===== config.mk =====
export PLATFORM = sky130hd
export DESIGN_NAME = fifo
export DESIGN_NICKNAME = d
export VERILOG_FILES = /design/src/rtl/fifo_pkg.sv /design/src/rtl/fifo_mem.sv /design/src/rtl/fifo.sv
export SDC_FILE = /design/constraint.sdc
export NUM_CORES = 1
export LEC_CHECK = 0
export BUFFER_PORTS_ARGS = -buffer_cell sky130_fd_sc_hd__buf_2
export CAP_MARGIN = 10
export CORE_ASPECT_RATIO = 0.5
export CORE_UTILIZATION = 61
export CTS_CLUSTER_SIZE = 10
export DETAILED_ROUTE_END_ITERATION = 7
export PLACE_DENSITY = 0.88
export SETUP_SLACK_MARGIN = 0.15
export SLEW_MARGIN = 0
export SYNTH_ARGS = -nofsm -noshare
export SYNTH_HDL_FRONTEND = slang
export SYNTH_SLANG_ARGS = --single-unit
export TNS_END_PERCENT = 1

===== constraint.sdc =====
create_clock -name clk -period 3.62 [get_ports clk]
set_input_delay 0.181 -clock clk [delete_from_list [all_inputs] [get_ports clk]]
set_output_delay 0.181 -clock clk [all_outputs]
set_load 0.005 [all_outputs]

===== src/rtl/fifo_pkg.sv =====
// Shared constants and helpers for the FIFO block.
// Default geometry and the pointer-width function used by fifo and fifo_mem.
package fifo_pkg;

  localparam int FIFO_DEFAULT_WIDTH = 8;
  localparam int FIFO_DEFAULT_DEPTH = 16;

  // Pointer width for a power-of-two depth; count needs one extra bit to reach DEPTH.
  function automatic int fifo_ptr_width(input int depth);
    return $clog2(depth);
  endfunction

endpackage


===== src/rtl/fifo_mem.sv =====
// FIFO storage: DEPTH x WIDTH register array with one synchronous write port
// and one synchronous read port whose output register holds until the next read.
module fifo_mem
  import fifo_pkg::*;
#(
  parameter int WIDTH = FIFO_DEFAULT_WIDTH,
  parameter int DEPTH = FIFO_DEFAULT_DEPTH,
  parameter int AW    = fifo_ptr_width(FIFO_DEFAULT_DEPTH)
) (
  input  logic             clk,
  input  logic             rst_n,
  input  logic             we,
  input  logic [AW-1:0]    waddr,
  input  logic [WIDTH-1:0] wdata,
  input  logic             re,
  input  logic [AW-1:0]    raddr,
  output logic [WIDTH-1:0] rdata
);

  logic [WIDTH-1:0] mem_q [DEPTH];
  logic [WIDTH-1:0] rdata_q, rdata_d;

  // Storage is deliberately left out of reset; entries are only observable after being written.
  always_ff @(posedge clk) begin
    if (we) begin
      mem_q[waddr] <= wdata;
    end
  end

  always_comb begin
    rdata_d = rdata_q;
    if (re) begin
      rdata_d = mem_q[raddr];
    end
  end

  always_ff @(posedge clk or negedge rst_n) begin
    if (!rst_n) begin
      rdata_q <= '0;
    end else begin
      rdata_q <= rdata_d;
    end
  end

  assign rdata = rdata_q;

endmodule


===== src/rtl/fifo.sv =====
// Synchronous FIFO: pointers, occupancy count, flags and read control around fifo_mem.
// Define FIFO_ASSERT_EN to compile in concurrent protocol assertions.
module fifo
  import fifo_pkg::*;
#(
  parameter int WIDTH = FIFO_DEFAULT_WIDTH,
  parameter int DEPTH = FIFO_DEFAULT_DEPTH
) (
  input  logic             clk,
  input  logic             rst,
  input  logic             wr,
  input  logic             rd,
  input  logic [WIDTH-1:0] din,
  output logic [WIDTH-1:0] dout,
  output logic             empty,
  output logic             full
);

  localparam int PW = fifo_ptr_width(DEPTH);
  localparam int CW = PW + 1;
  localparam logic [PW-1:0] PTR_ONE  = PW'(1);
  localparam logic [CW-1:0] CNT_ONE  = CW'(1);
  localparam logic [CW-1:0] CNT_FULL = CW'(DEPTH);

  logic [PW-1:0] wptr_q, wptr_d;
  logic [PW-1:0] rptr_q, rptr_d;
  logic [CW-1:0] count_q, count_d;
  logic          wr_acc, rd_acc;

  assign empty  = (count_q == '0);
  assign full   = (count_q == CNT_FULL);
  // Gating by the flags resolves wr+rd on empty (write only) and on full (read only).
  assign wr_acc = wr && !full;
  assign rd_acc = rd && !empty;

  always_comb begin
    wptr_d  = wptr_q;
    rptr_d  = rptr_q;
    count_d = count_q;
    if (wr_acc) begin
      wptr_d = wptr_q + PTR_ONE;
    end
    if (rd_acc) begin
      rptr_d = rptr_q + PTR_ONE;
    end
    case ({wr_acc, rd_acc})
      2'b10:   count_d = count_q + CNT_ONE;
      2'b01:   count_d = count_q - CNT_ONE;
      default: count_d = count_q;
    endcase
  end

  always_ff @(posedge clk or negedge rst) begin
    if (!rst) begin
      wptr_q  <= '0;
      rptr_q  <= '0;
      count_q <= '0;
    end else begin
      wptr_q  <= wptr_d;
      rptr_q  <= rptr_d;
      count_q <= count_d;
    end
  end

  fifo_mem #(
    .WIDTH (WIDTH),
    .DEPTH (DEPTH),
    .AW    (PW)
  ) u_mem (
    .clk   (clk),
    .rst_n (rst),
    .we    (wr_acc),
    .waddr (wptr_q),
    .wdata (din),
    .re    (rd_acc),
    .raddr (rptr_q),
    .rdata (dout)
  );

`ifdef FIFO_ASSERT_EN
  a_not_empty_and_full: assert property (@(posedge clk) disable iff (!rst)
    !(empty && full));

  a_full_means_depth: assert property (@(posedge clk) disable iff (!rst)
    full |-> (count_q == CNT_FULL));

  a_wr_full_holds_wptr: assert property (@(posedge clk) disable iff (!rst)
    (wr && full) |=> (wptr_q == $past(wptr_q)));

  a_rd_empty_holds_rptr: assert property (@(posedge clk) disable iff (!rst)
    (rd && empty) |=> (rptr_q == $past(rptr_q)));

  a_wr_empty_clears_empty: assert property (@(posedge clk) disable iff (!rst)
    (wr && empty) |=> !empty);
`endif

endmodule


==> impl_metrics.yaml <==
status:
  status: "finished clean"
critical_path:
  crit_family: "simple AND/OR/NAND/NOR gates"
  path_depth: 12
  cpMostUsedCell: "inv_1"
  cp-start-kind: "flop"
  path_class: "flop to flop"
  cp-end-kind: "flop"
  cp.arrival_ns: 3.47
  cp_slowest_stage_delay_ns: 0.45
  r2r_cells: 12
  crit_chain: "nor4_1, nand2_1, and2_1, inv_1, ha_1, inv_1, fa_1, nor2b_1, o21ai_0, nand3_1, or3b_2, xnor2_1"
  slowest_stage: "or3b_2"
  cp_max_fo: 9
  cp.required_ns: 3.92
  critical_path.n_buffers_inverters: 2
global_route:
  antenna_found_initial: 1
  grt_max_degree: 35
  grt_pass1_wl_mm: 20.5
  grt_util_all_layers_pct: 30.2
  overflow: 0
  grt_pass1_vias: 3269
routing:
  wirelength_mm: 13.8
  vias: 3278
  wire_per_inst_um: 27.7
  viasPerCell: 6.60
  dr.first_iter.drc_count: 505
  post-route-drc-count: 0
  drtAntennaViolNets: 0
  firstDrtPassIters: 6
timing:
  min_period_ns: 3.17
  holdWs_ns: 0.132
  worst_slew_pin_slew_ns: 0.972
  slew_viol_final: 0
  finalCritPeriodShare_pct: 87.5
  finalClockSkew_ns: 0.0112
  setup_ws_ns: 0.451
  rsz0062_at_grt: "false"
  fmax_mhz: 316
  setup_tns_ns: 0
  hold_viol_final: 0
  relSlewSlack_pct: 35.0
  setup_viol: 0
synthesis:
  async_flop_share_pct: 14.1
  synth_area_leaders: "edfxtp_1 65%, mux4_2 13%, dfrtp_1 8.9%, ha_1 1.9%, nand2_1 1.9%"
  synthFlopType: "edfxtp_1"
  syn-instance-count: 316
  synth-seq-cells: 149
  ys_seq_area_share_pct: 73.6
  synth_nets: 338
  syn_avg_cell_area_um2: 18.8
  synth_top_area_share_pct: 64.8
  synth.most_common_cell: "edfxtp_1"
  synth_common_cells: "128 x edfxtp_1, 33 x mux4_2, 30 x nand2_1, 21 x dfrtp_1, 13 x nor2_1"
  syn_area_mm2: 0.00593
  synth_warnings: 0
  yosys.area.top_type: "edfxtp_1"
  synth_edf_count: 128
  ys_types: 32
clock_tree:
  clockBufferDepth: 2
  cts_resized: 0
  cts_max_level: 4
  cts_root_buf: "clkbuf_16"
  cts.sinks: 149
  cts_tree: "built"
  path_clk_slew_ns: 0.06
  cts_made_buffers: 17
  clk_latency_ns: 0.43
place:
  dp_hpwl_mm: 7.42
  post-place-ws_ns: 0.612
  portBuffers: 21
  gp_congestion: 0.892
power:
  switching_share_pct: 31.8
  combPwrFrac_pct: 26.8
  finalPower_uw: 5600
  internal_power_uw: 3820
  power_leakage_uw: 0.00235
  ir_drop_v: 0.000372
  power_frac_seq_pct: 43.1
  power.net_switching_uw: 1780
  power.density_mw_per_mm2: 830
  pwr-share-clk_pct: 30.1
floorplanning:
  die_h_um: 71.7
  die-area_mm2: 0.0102
  core.rowCount: 25
  start_util_pct: 62.8
  ios: 22
  coreArea_mm2: 0.00945
  die_x_um: 141
layout:
  syn_to_final_growth_pct: 13.8
  fin_nets: 370
  drive_gt1_share_pct: 26.3
  n_fill_cell: 506
job:
  cap_violations: 0
min_path:
  whs_path_depth: 1
  hold_path.class: "input port to flop"
-- layer usage --
metal / wire [um] / track usage [%]
met1: 5210 / 39.5
met2: 6670 / 47.5
met3: 1440 / 9.96
met4: 429 / 12.5
met5: 10 / 3.35
-- final timing paths --
check / start / to / slack, ns
min: din[0] / u_mem.mem_q[12][0] / 0.13
max reg2reg: count_q[0] / count_q[4] / 0.45
min reg2reg: u_mem.rdata[0] / u_mem.rdata[0] / 0.49
max: count_q[0] / count_q[4] / 0.45
max in group asynchronous: rst / rptr_q[2] / 3.04
min in group asynchronous: rst / u_mem.rdata[3] / 0.25
-- area by class of cell --
class / instances / area (um^2) / area share (%)
clock buffers: 18 / 429 / 6.35
flip-flops and latches: 149 / 4370 / 64.7
clock inverters: 14 / 138 / 2.04
inverters: 9 / 33.8 / 0.500
repair buffers: 29 / 168 / 2.48
multi-input cells: 142 / 1450 / 21.4
well taps: 135 / 169 / 2.50
diodes: 1 / 2.50 / 0.0371
-- worst register-to-register path, stage by stage, from the launching register on --
cell and delay, ns:
dfrtp_1 0.44, nor4_1 0.32, nand2_1 0.10, and2_1 0.29
inv_1 0.13, ha_1 0.25, inv_1 0.11, fa_1 0.43
nor2b_1 0.16, o21ai_0 0.13, nand3_1 0.11, or3b_2 0.45
xnor2_1 0.14
-- power by group through the flow --
stage / Combinational (uW) / Sequential (uW) / Clock [uW]
after floorplan: 1120 / 2260 / 0
after global placement: 1320 / 2370 / 0
after detailed placement: 1400 / 2420 / 0
after CTS: 1490 / 2410 / 1700
after global routing: 1600 / 2430 / 1760
final: 1500 / 2420 / 1690
-- metrics by stage --
stage | cell area, um^2 | util [%] | cells
after floorplan | 5930 | - | 316
after global placement | 6170 | 65.4 | 463
after detailed placement | 6170 | 65.4 | 463
after CTS | 6750 | 71.5 | 496
after global routing | 6750 | 71.5 | 497
final | 6750 | 71.5 | 497
-- sequential cells by signal, indices dropped and copies added, names as in the netlist --
| name | flops |
|---|---|
| u_mem.rdata | 8 |
| rptr_q | 4 |
| u_mem.mem_q | 128 |
| wptr_q | 4 |
| count_q | 5 |
-- logic make-up (layout without fill, tap and decap cells) --
logic type                 Yosys count  in the layout  share of synthesized area (%)
other                                0              1                              0
adders and majority gates           10             10                           2.23
xor gates and xnor gates            10             10                           1.48
buffers and inverters               25             70                           2.02
and+or+nand+nor                     59             59                           4.36
AOI/OAI and AO/OA                   22             22                           2.40
muxes                               41             41                           13.9
DFF                                149            149                           73.6
-- timing repair --
action	in CTS	in global routing
buffers inserted	0	0
endpoints found under the hold margin	21	0
hold buffers	1	0
-- placed cells by master (no fill, tap or decap), drive strengths merged, types with 4 or more instances in the layout --
master  Yosys  layout
mux4       33      33
clkinv      0       9
nor2       13      13
nor3        4       4
o21ai      12      12
dfrtp      21      21
clkbuf      5      18
nand2      30      30
xnor2       8       8
edfxtp    128     128
mux2i       8       8
buf        11      28
o221ai      7       7
inv         9       9
ha          9       9
Note: power is estimated with default switching activity, not from simulation.
